### src/rtl/mem_bank_pkg.sv
// Shared defaults and FSM state encoding for the memory bank port master.
// Latency: n/a (declarations only).
// Backpressure: n/a.
package mem_bank_pkg;

  localparam int DEF_DATA_W = 80;
  localparam int DEF_ADDR_W = 5;

  // INIT clears the whole bank; RUN serves requests.
  typedef enum logic {
    INIT = 1'b0,
    RUN  = 1'b1
  } state_e;

endpackage

### src/rtl/mem_rsp_fifo2.sv
// Two-entry read response FIFO; holds captured bank data until consumed.
// Latency: push visible on data_o/valid_o the cycle after push (no bypass).
// Backpressure: head stays stable until popped; push ignored when full.
module mem_rsp_fifo2
  import mem_bank_pkg::*;
#(
  parameter int DATA_W = DEF_DATA_W
) (
  input  logic              clk,
  input  logic              reset,
  input  logic              push_i,
  input  logic [DATA_W-1:0] push_data_i,
  input  logic              pop_i,
  output logic              valid_o,
  output logic [DATA_W-1:0] data_o,
  output logic [1:0]        count_o
);

  logic [DATA_W-1:0] data_q [2];
  logic              wr_ptr_q, wr_ptr_d;
  logic              rd_ptr_q, rd_ptr_d;
  logic [1:0]        count_q, count_d;
  logic              push_ok;
  logic              pop_ok;

  // Qualify push/pop against occupancy and compute next pointers/count.
  always_comb begin
    push_ok  = push_i && (count_q != 2'd2);
    pop_ok   = pop_i && (count_q != 2'd0);
    wr_ptr_d = push_ok ? ~wr_ptr_q : wr_ptr_q;
    rd_ptr_d = pop_ok ? ~rd_ptr_q : rd_ptr_q;
    count_d  = count_q + {1'b0, push_ok} - {1'b0, pop_ok};
  end

  // Pointer and occupancy registers; reset empties the FIFO.
  always_ff @(posedge clk) begin
    if (reset) begin
      wr_ptr_q <= 1'b0;
      rd_ptr_q <= 1'b0;
      count_q  <= 2'd0;
    end else begin
      wr_ptr_q <= wr_ptr_d;
      rd_ptr_q <= rd_ptr_d;
      count_q  <= count_d;
    end
  end

  // Storage needs no reset: entries are only observed when counted valid.
  always_ff @(posedge clk) begin
    if (push_ok) begin
      data_q[wr_ptr_q] <= push_data_i;
    end
  end

  assign valid_o = (count_q != 2'd0);
  assign data_o  = data_q[rd_ptr_q];
  assign count_o = count_q;

endmodule

### src/rtl/mem_bank_port_master.sv
// Clears a single-port bank after reset/init_req, then serves read/write requests.
// Latency: read data appears on rsp_rdata one cycle after acceptance; writes produce no response.
// Backpressure: req_ready drops when two responses are pending or init_req is high; rsp held until rsp_ready.
module mem_bank_port_master
  import mem_bank_pkg::*;
#(
  parameter int DATA_W = DEF_DATA_W,
  parameter int ADDR_W = DEF_ADDR_W
) (
  input  logic                clk,
  input  logic                reset,
  input  logic                init_req,
  output logic                init_done,
  input  logic                req_valid,
  output logic                req_ready,
  input  logic                req_write,
  input  logic [ADDR_W-1:0]   req_addr,
  input  logic [DATA_W-1:0]   req_wdata,
  input  logic [DATA_W/8-1:0] req_be,
  output logic                rsp_valid,
  input  logic                rsp_ready,
  output logic [DATA_W-1:0]   rsp_rdata,
  output logic                mem_en,
  output logic                mem_wmode,
  output logic [ADDR_W-1:0]   mem_addr,
  output logic [DATA_W-1:0]   mem_wmask,
  output logic [DATA_W-1:0]   mem_wdata,
  input  logic [DATA_W-1:0]   mem_rdata
);

  localparam logic [ADDR_W-1:0] CNT_MAX = {ADDR_W{1'b1}};

  state_e            state_q, state_d;
  logic [ADDR_W-1:0] init_cnt_q, init_cnt_d;
  logic [DATA_W-1:0] be_mask;
  logic              accept;
  logic              rsp_push;
  logic              rsp_pop;
  logic              fifo_valid;
  logic [1:0]        rsp_count;

  // Expand byte enables to a per-bit write mask.
  for (genvar i = 0; i < DATA_W; i++) begin : g_mask
    assign be_mask[i] = req_be[i/8];
  end

  // Next-state and bank port drive; everything is forced idle while reset is high.
  always_comb begin
    state_d    = state_q;
    init_cnt_d = init_cnt_q;
    init_done  = 1'b0;
    req_ready  = 1'b0;
    accept     = 1'b0;
    rsp_push   = 1'b0;
    mem_en     = 1'b0;
    mem_wmode  = 1'b0;
    mem_addr   = '0;
    mem_wmask  = '0;
    mem_wdata  = '0;
    if (!reset) begin
      case (state_q)
        INIT: begin
          mem_en    = 1'b1;
          mem_wmode = 1'b1;
          mem_addr  = init_cnt_q;
          mem_wmask = '1;
          if (init_cnt_q == CNT_MAX) begin
            state_d    = RUN;
            init_cnt_d = '0;
          end else begin
            init_cnt_d = init_cnt_q + 1'b1;
          end
        end
        RUN: begin
          init_done  = 1'b1;
          init_cnt_d = '0;
          req_ready  = !init_req && (rsp_count != 2'd2);
          accept     = req_valid && !init_req && (rsp_count != 2'd2);
          // Address follows the request so zero-latency read data is ready at accept.
          mem_addr   = req_addr;
          if (accept) begin
            mem_en    = 1'b1;
            mem_wmode = req_write;
            mem_wdata = req_wdata;
            mem_wmask = be_mask;
            rsp_push  = !req_write;
          end
          if (init_req) begin
            state_d = INIT;
          end
        end
        default: state_d = INIT;
      endcase
    end
  end

  // FSM state and clear counter registers.
  always_ff @(posedge clk) begin
    if (reset) begin
      state_q    <= INIT;
      init_cnt_q <= '0;
    end else begin
      state_q    <= state_d;
      init_cnt_q <= init_cnt_d;
    end
  end

  assign rsp_valid = fifo_valid && !reset;
  assign rsp_pop   = rsp_valid && rsp_ready;

  mem_rsp_fifo2 #(
    .DATA_W (DATA_W)
  ) u_rsp_fifo (
    .clk         (clk),
    .reset       (reset),
    .push_i      (rsp_push),
    .push_data_i (mem_rdata),
    .pop_i       (rsp_pop),
    .valid_o     (fifo_valid),
    .data_o      (rsp_rdata),
    .count_o     (rsp_count)
  );

endmodule

### config.mk
export PLATFORM = sky130hd
export DESIGN_NAME = mem_bank_port_master
export DESIGN_NICKNAME = d
export VERILOG_FILES = /design/src/rtl/mem_bank_pkg.sv /design/src/rtl/mem_rsp_fifo2.sv /design/src/rtl/mem_bank_port_master.sv
export SDC_FILE = /design/constraint.sdc
export NUM_CORES = 1
export LEC_CHECK = 0
export ABC_CLOCK_PERIOD_IN_PS = 7200
export CAP_MARGIN = 0
export CELL_PAD_IN_SITES_DETAIL_PLACEMENT = 1
export CELL_PAD_IN_SITES_GLOBAL_PLACEMENT = 2
export CORE_AREA = 2 2 168 170
export DETAILED_ROUTE_END_ITERATION = 6
export DIE_AREA = 0 0 170 172
export DONT_BUFFER_PORTS = 1
export PLACE_DENSITY = 0.71
export RECOVER_POWER = 100
export SLEW_MARGIN = 10
export SYNTH_ARGS = -nofsm -noshare
export SYNTH_HDL_FRONTEND = slang
export SYNTH_HIERARCHICAL = 1
export SYNTH_SLANG_ARGS = --single-unit
### constraint.sdc
create_clock -name clk -period 7.2 [get_ports clk]
set_clock_uncertainty 0.15 [all_clocks]
set_input_delay 1.08 -clock clk [delete_from_list [all_inputs] [get_ports clk]]
set_output_delay 1.08 -clock clk [all_outputs]
set_load 0.02 [all_outputs]
Word-level counts from Yosys, hierarchy flattened

Memories as Yosys holds them, arrays and structs flattened. A register that Yosys moved wholly into a read port is not among the register bits.
Index checks and enable logic that the tools add are counted.

Bits of input ports: 181
Memories: 1
Word-level logic and storage cells: 55
ROM bits: 0
Bits in registers: 10
Bits in writable memories: 160
Bits in latches: 0
Output and inout bits: 250

Eq/ne operators: 2
Bitwise gates (word level): 3
Muxes and demuxes: 30
Reduce and logical (&&, ||, !) cells: 11
$lt $le $gt $ge: 0
Shift-type cells: 0
Multiply operators: 0
Add/subtract/negate cells: 3
Divide/modulo/power cells: 0

Memories:

| memory            | words | bits a word | rd ports | clocked after memory_dff | write ports | RTL line            | source |
|---|---|---|---|---|---|---|---|
| u_rsp_fifo.data_q | 2     | 80          | 1        | 1                        | 1           | mem_rsp_fifo2.sv:19 | `logic [DATA_W-1:0] data_q [2];` |

Operators with widths:

| kind                                         | number |
|---|---|
| 2-to-1 mux 80 bit                            | 5 |
| one-hot mux 80 bit (2 select lines)          | 1 |
| one-hot mux 5 bit (2 select lines)           | 2 |
| 2-to-1 mux 1 bit                             | 17 |
| 2-to-1 mux 5 bit                             | 2 |
| logical AND 1 bit                            | 7 |
| one-hot mux 1 bit (2 select lines)           | 3 |
| adder 5 x 1 -> 5 bit, second input constant  | 1 |
| equality test 5 bit, second input constant   | 1 |
| zero test 1 bit                              | 3 |
| NOT 1 bit                                    | 3 |
| adder 2 x 1 -> 2 bit                         | 1 |
| inequality test 2 bit, second input constant | 1 |
| nonzero test 2 bit                           | 1 |
| subtractor 2 x 1 -> 2 bit                    | 1 |

Longest topological paths before layout

Gate-level depths: netlist of run 1.

Depth after elaboration: 9
Mapped depth: 11
Depth with buffers taken out: 10

Cells and area by module

The synthesis of run 1 kept the hierarchy.

Modules (own cells, without submodules):

| module               | area each (um2) | cells an instance | seq. area each (um2) | times used |
|---|---|---|---|---|
| mem_rsp_fifo2        | 6413.7          | 274               | 4904.7               | 1 |
| mem_bank_port_master | 1639.1          | 228               | 120.1                | 1 |

Least setup slack after synthesis of run 1

Ideal clock, no wire load.

Path type: input to register
From: input port reset
To: memory u_rsp_fifo/data_q[0][0] in the netlist's numbering, enable pin
Data required time: 6.531 ns
Setup slack: 1.184 ns
Library setup time: 0.519 ns
Data arrival time: 5.347 ns
Cell stages on the path: 6
Cell sequence: nor2b_2 > and3_1 > buf_8 > nor2b_1 > o21ai_4 > nor2_1

Word-level cells in the longest chain between the ends: 4

RTL lines:

| element                                | RTL line                   | source |
|---|---|---|
| from (decl)                            | mem_bank_port_master.sv:11 | `input logic reset,` |
| 2-to-1 mux 1 bit                       | mem_bank_port_master.sv:60 | `if (!reset) begin` |
| named net rsp_push                     | mem_bank_port_master.sv:37 | `logic rsp_push;` |
| logical AND 1 bit                      | mem_rsp_fifo2.sv:28        | `push_ok = push_i && (count_q != 2'd2);` |
| 2-to-1 mux 1 bit                       | mem_rsp_fifo2.sv:50        | `if (push_ok) begin` |
| 2-to-1 mux 1 bit (not written as such) | mem_rsp_fifo2.sv:51        | `data_q[wr_ptr_q] <= push_data_i;` |
| to (decl)                              | mem_rsp_fifo2.sv:19        |  |

The timed path passes the listed nets, and every way through them passes these cells.

Final worst setup path of run 1

From: register state_q
To: output port mem_wmask[4]

Word-level cells in the longest chain between the ends: 3

RTL lines:

| element                               | RTL line                    | source |
|---|---|---|
| from (decl)                           | mem_bank_port_master.sv:33  | `state_e state_q, state_d;` |
| from (signal assigned)                | mem_bank_port_master.sv:103 | `state_q <= state_d;` |
| NOT 1 bit                             | --                          |  |
| one-hot mux 80 bit (2 select lines) * | mem_bank_port_master.sv:61  | `case (state_q)` |
| 2-to-1 mux 80 bit *                   | mem_bank_port_master.sv:60  |  |
| to (decl)                             | mem_bank_port_master.sv:26  | `output logic [DATA_W-1:0] mem_wmask,` |

Every way passes the cells marked *; elsewhere a longest branch is shown, timed or not.

==> results of run 1 <==
layout by cell type (no fill, tap or decap), drive strengths merged:
cell / netlist / layout
a21boi: 1 / 1
and2: 83 / 83
and3: 3 / 3
buf: 93 / 2
clkbuf: 0 / 38
clkinv: 0 / 8
dfxtp: 11 / 11
diode: 0 / 5
edfxtp: 160 / 160
ha: 4 / 4
inv: 4 / 11
mux2: 81 / 81
mux2i: 6 / 6
nand2b: 1 / 1
nand3: 1 / 1
nor2: 17 / 17
nor2b: 16 / 16
nor3: 12 / 12
o21a: 1 / 1
o21ai: 1 / 1
or2: 1 / 1
or3: 1 / 1
xnor2: 3 / 3
xor2: 2 / 2
stage by stage:
stage | util | hold slack, ns | power, µW | std cells | setup slack, ns
global route | 0.294 | 0.366 | 2110 | 812 | 1.29
finish | 0.294 | 0.329 | 2040 | 815 | 1.55
detailed placement | 0.293 | 0.324 | 1180 | 778 | 2.38
CTS | 0.314 | 0.340 | 2090 | 810 | 2.80
global placement | 0.293 | 0.295 | 1180 | 778 | 2.59
floorplan | - | 0.279 | 1180 | 502 | 1.18
worst paths after layout:
kind / startpoint / endpoint / slack [ns] / cells past startpoint
max: state_q / mem_wmask[4] / 1.55 / 4
min: init_cnt_q[0] / init_cnt_q[0] / 0.33 / 1
max reg2reg: state_q / u_rsp_fifo/data_q[1][36] / 1.90 / 8
min reg2reg: init_cnt_q[0] / init_cnt_q[0] / 0.33 / 1
power by group:
group	switching, µW	internal (µW)
logic	45.3	6.22
registers	1.43	1090
clock network	436	468
total	483	1560
per-layer routing:
layer | GRT usage | wire length [µm]
met1 | 0.171 | 8640
met3 | 0.0808 | 3060
met5 | 0 | 51
met4 | 0.0446 | 232
met2 | 0.242 | 10600
state kept, by name, summed over array words and instances (netlist names), named ones only:
| register | flops |
|---|---|
| init_cnt_q | 5 |
| state_q | 1 |
| u_rsp_fifo/count_o | 2 |
| u_rsp_fifo/data_q | 160 |
| u_rsp_fifo/rd_ptr_q | 1 |
| u_rsp_fifo/wr_ptr_q | 1 |
Yosys cell counts (all sizes together):
| cell | instances | area share |
|---|---|---|
| or2 | 1 | 0.00078 |
| nand3 | 1 | 0.00062 |
| a21boi | 1 | 0.00093 |
| inv | 4 | 0.0019 |
| nor2 | 17 | 0.0079 |
| nand2b | 1 | 0.00078 |
| xnor2 | 3 | 0.0033 |
| buf | 93 | 0.10 |
| nor2b | 16 | 0.013 |
| edfxtp | 160 | 0.60 |
| and3 | 3 | 0.0023 |
| dfxtp | 11 | 0.027 |
| nor3 | 12 | 0.0075 |
| mux2 | 81 | 0.15 |
| or3 | 1 | 0.00078 |
| mux2i | 6 | 0.0075 |
| o21ai | 1 | 0.0020 |
| xor2 | 2 | 0.0022 |
| o21a | 1 | 0.00093 |
| ha | 4 | 0.0062 |
| and2 | 83 | 0.064 |
layout make-up:
class / count / area, µm² / share of cell area
inverter: 4 / 15.0 / 0.00186
multi-input combinational: 234 / 1910 / 0.236
sequential: 171 / 5020 / 0.621
tap: 346 / 433 / 0.0535
clock inverter: 15 / 170 / 0.0210
timing repair buffer: 23 / 96.3 / 0.0119
antenna: 5 / 12.5 / 0.00155
clock buffer: 17 / 425 / 0.0526
cells by family after synthesis:
kind of cell | synth area share
flops | 0.624
simple gates | 0.0979
buf+inv | 0.105
mux | 0.158
xor+xnor | 0.00544
fa+ha+maj | 0.00622
compound gates | 0.00389
critical path: cells and delay by family, from the launching register on:
family	cells	cell delay, ns
AO/OA/AOI/OAI	1	0.44
buffers and inverters	2	1.23
flip-flops	1	0.30
AND/OR/NAND/NOR	1	2.02
==> impl_metrics.ini, run 1 <==
[timing]
max_slew_margin = -0.729
timing.final.crit_share = 0.785
final_hold_viol_count = 0
setup_violations = 0
fmax_ghz = 0.177
min_period_ns = 5.65
drv_slew = 8
tightest_slew_ns = 2.57
finalSetupTns_ns = 0
rsz0062_at_grt = false

[yosys]
yosysUniqueCellTypes = 28
synth-seq-area-share = 0.624
syn_inst = 502
avgSynthCellArea_um2 = 16.0
ys_warn_count = 6
synth_seq_cells = 171
syn_nets = 687
synth_area_um2 = 8050

[floorplanning]
ios = 431
die-height_um = 172
rows = 61
dieArea_um2 = 29200
die_x_um = 170
core_um2 = 27500
start_util = 0.293

[clock_tree]
cts_tree = done
cts.sinks = 171
root_buffer = clkbuf_16
clkLatencyLatePin_ns = 0.42
clk_pin_slew_ns = 0.08
cts_buffers = 17
h-tree-depth = 4
cts_setup_buffers = 0
clockBufferDepth = 2
ctsHoldBuffers = 0
cts-resized-gates = 0

[outcome]
violations = max-capacitance violations, max-slew violations
status = complete, but fails checks

[worst_setup_path]
crit_slowest_cell = nor3_1
critPathLaunchType = flop
worst_setup_path_end_kind = primary output
slowest_delay_ns = 2.02
crit_path_frequent_cell = clkbuf_1
crit_chain = clkbuf_1 > a21boi_2 > nor3_1 > clkbuf_1
worst-setup-path-type = reg -> out
crit_fanout = 21
critPathRequiredTime_ns = 5.97
crit_arrival_ns = 4.42

[power]
power.leakage_uw = 0.00255
powerDensity_nw_per_um2 = 253
vdd_drop_max_uv = 144

[routing]
ant_nets = 0
vias_per_cell = 4.57
finalWirelength_um = 22600
dr.pass1.iters = 4
drc = 0
dr_total_vias = 3722
wl_per_cell_um = 27.7
drt_iter0_drc = 161

[flow_run]
cap_viol_max_count = 4

[grt]
grt_pass1_vias = 3948
gr-total-overflow = 0
antenna_found_initial = 11
grt_pass1_wl_um = 30600
grtUsageTotal = 0.149
grt_max_degree = 82

[finish]
final_area_um2 = 8090
nets = 636
fill_cells = 2872
area_growth_pct = 0.466
drive_gt1_frac = 0.101

[placed_design]
port_buffers = 0
dpl.hpwl_um = 17600
placed_area_um2 = 8050
gp_congestion = 0.974

[hold_path]
hold_path.class = reg -> reg
Note: power is estimated with default switching activity, not from simulation.
==> run 2, diff against run 1 <==
--- a/config.mk
+++ b/config.mk
@@ -5,15 +5,16 @@
 export SDC_FILE = /design/constraint.sdc
 export NUM_CORES = 1
 export LEC_CHECK = 0
-export ABC_CLOCK_PERIOD_IN_PS = 7200
+export ABC_AREA = 1
+export ABC_CLOCK_PERIOD_IN_PS = 4900
 export CAP_MARGIN = 0
 export CELL_PAD_IN_SITES_DETAIL_PLACEMENT = 1
 export CELL_PAD_IN_SITES_GLOBAL_PLACEMENT = 2
-export CORE_AREA = 2 2 168 170
+export CORE_AREA = 2 2 166 168
 export DETAILED_ROUTE_END_ITERATION = 6
-export DIE_AREA = 0 0 170 172
+export DIE_AREA = 0 0 168 170
 export DONT_BUFFER_PORTS = 1
-export PLACE_DENSITY = 0.71
+export PLACE_DENSITY = 0.78
 export RECOVER_POWER = 100
 export SLEW_MARGIN = 10
 export SYNTH_ARGS = -nofsm -noshare
==> constraint.sdc (replaced) <==
create_clock -name clk -period 4.9 [get_ports clk]
set_clock_uncertainty 0.15 [all_clocks]
set_input_delay 0.735 -clock clk [delete_from_list [all_inputs] [get_ports clk]]
set_output_delay 0.735 -clock clk [all_outputs]
set_load 0.02 [all_outputs]
==> run 2 against run 1 <==
Net effect: the flow still finishes with violations (max-capacitance violations, max-slew violations); clock power increased by 41%; area after synthesis increased by 1.8%; cell area increased by 0.93%; routed wire length decreased by 9.5%; register-to-register slack got worse by 0.67 ns; non-clock buffer count decreased by 5; worst hold slack got worse by 0.10 ns; combinational power increased by 98%; count of clock-buffer cells in the layout unchanged.
==> impl_metrics.ini, run 2 <==
[outcome]
status = complete, but fails checks
violations = max-capacitance violations, max-slew violations

[placed_design]
port_buffers = 0
dpl.hpwl_um = 15700
gp_congestion = 0.786

[clock_tree]
clockBufferDepth = 2
cts.sinks = 171
cts_buffers = 17
ctsHoldBuffers = 0
cts-resized-gates = 0
cts_tree = done
h-tree-depth = 4
clkLatencyLatePin_ns = 0.42
clk_pin_slew_ns = 0.07
cts_setup_buffers = 0
root_buffer = clkbuf_16

[finish]
nets = 737
diodes = 0
largest_reg_flops = 160
mostFrequentLayoutCells = 160 x edfxtp_1, 106 x nand2_1, 96 x nor2_1, 77 x mux2_1, 26 x inv_1
layout_commonest_cell = edfxtp_1
regMostFlops = u_rsp_fifo/data_q
drive_gt1_frac = 0.0903
area_growth_pct = -0.397

[yosys]
avgSynthCellArea_um2 = 13.4
synth_common_cells = 160 x edfxtp_1, 106 x nand2_1, 97 x nor2_1
synth-seq-area-share = 0.613
async_reset_ff_frac = 0
synth_top_area_share = 0.586
synth_flop_cell = edfxtp_1
yosysUniqueCellTypes = 24
ys_warn_count = 6
synth_area_leader_cell = edfxtp_1
synth_area_leaders = edfxtp_1 59%, mux2_4 15%, buf_4 6.4%, nand2_1 4.9%, nor2_1 4.4%
synth_seq_cells = 171
syn_inst = 613
synth_enable_flop_cells = 160
synth_most_common_cell = edfxtp_1
syn_nets = 798
synth_area_um2 = 8200

[power]
p_sw_uw = 701
power.internal_uw = 2280
vdd_drop_max_uv = 183
seqPwrFrac = 0.536
p_comb_frac = 0.034
switching_share = 0.235
design_power_total_uw = 2980
power.leakage_uw = 0.00257
powerDensity_nw_per_um2 = 365
power_frac_clock = 0.430

[timing]
fmax_ghz = 0.249
tightest_slew_ns = 1.97
rsz0062_at_grt = false
finalSetupTns_ns = 0
timing.final.crit_share = 0.819
setup_violations = 0
min_period_ns = 4.01
max_slew_margin = -0.309
whs_ns = 0.228
final_hold_viol_count = 0
drv_slew = 114

[floorplanning]
ios = 431
start_util = 0.308
core_um2 = 26700
die_x_um = 168
dieArea_um2 = 28600
die-height_um = 170
rows = 60

[routing]
wl_per_cell_um = 22.6
dr_total_vias = 4235
finalWirelength_um = 20500
ant_nets = 0
drc = 0
vias_per_cell = 4.67
dr.pass1.iters = 5
drt_iter0_drc = 210

[worst_setup_path]
crit_chain = inv_2 > nand2_2 > inv_1 > buf_4 > nand2_1 > nor2_1
reg2reg_from = u_rsp_fifo/count_o[0]
worst-setup-path-type = in -> out
worstReg2RegEnd = u_rsp_fifo/data_q[0][1]
worst_setup_path_end_kind = primary output
cp-startpoint = reset
crit_arrival_ns = 3.13
crit_fanout = 50
crit_slowest_cell = inv_1
endpoint = mem_wdata[10]
slowest_delay_ns = 1.11
critPathLaunchType = primary input
reg2regPathDepth = 8
ff2ff_setup_slack_ns = 1.23
critPathRequiredTime_ns = 4.01

[grt]
gr-total-overflow = 0
grtUsageTotal = 0.134
antenna_found_initial = 0
grt_pass1_wl_um = 27900
grt_max_degree = 82
grt_pass1_vias = 4203

[hold_path]
hold_path.class = in -> reg
min_path_cells = 1

[flow_run]
cap_viol_max_count = 12
run 2: changes by cell type after synthesis, moves of 11 or more:
cell,delta
nand2_1,+106
nor2_1,+80
o21ai_0,+11
and2_1,-83
nor2b_1,-15
inv_1,+23
nor3_1,-11
run 2: per-layer routing:
metal  track usage  vias to the layer above  part of all wire
met4        0.0514                        0             0.026
met2         0.237                      247              0.52
met1         0.138                     2076              0.36
li1              -                     1886                 -
met3        0.0640                       26              0.10
met5             0                        -                 0
run 2: power by group through the flow:
stage	clock, µW	combinational (µW)	sequential, µW
2_1_floorplan	0	144	1630
6_report	1280	102	1600
5_1_grt	1380	109	1600
3_5_place_dp	0	114	1630
4_1_cts	1330	115	1600
3_3_place_gp	0	114	1630
run 2: cell families after synthesis:
group,after synthesis,share of synthesized area
fa+ha+maj,4,0.00611
flops,171,0.613
mux,80,0.147
simple gates,216,0.103
compound gates,16,0.00992
buf+inv,126,0.122
run 2: area by class of cell:
cell class / count / area (µm²)
Timing Repair Buffer: 18 / 97.6
Sequential cell: 171 / 5030
Clock buffer: 17 / 425
Multi-Input combinational cell: 316 / 1930
Inverter: 28 / 106
Fill cell: 2880 / 18500
Clock inverter: 15 / 153
Tap cell: 341 / 427
run 2: how the worst min path moves through the flow:
| stage | start | end | slack (ns) |
|---|---|---|---|
| after floorplan | init_cnt_q[0] | init_cnt_q[0] | 0.29 |
| after global placement | init_cnt_q[3] | init_cnt_q[3] | 0.30 |
| after detailed placement | init_cnt_q[3] | init_cnt_q[3] | 0.32 |
| after CTS | reset | u_rsp_fifo/count_o[0] | 0.20 |
| after global routing | reset | u_rsp_fifo/count_o[0] | 0.20 |
| final | reset | u_rsp_fifo/count_o[0] | 0.23 |
run 2: critical path: cells and delay by family:
| kind | cells | cell delay [ns] |
|---|---|---|
| and+or+nand+nor | 3 | 0.66 |
| buffers and inverters | 3 | 1.69 |
run 2: stage by stage:
step,setup slack (ns),std cells,area [µm²],utilization
2_1_floorplan,0.777,613,8200,-
3_3_place_gp,1.39,874,8000,0.300
3_5_place_dp,1.33,874,8000,0.300
4_1_cts,1.37,906,8580,0.322
5_1_grt,0.624,906,8170,0.306
6_report,0.887,906,8170,0.306
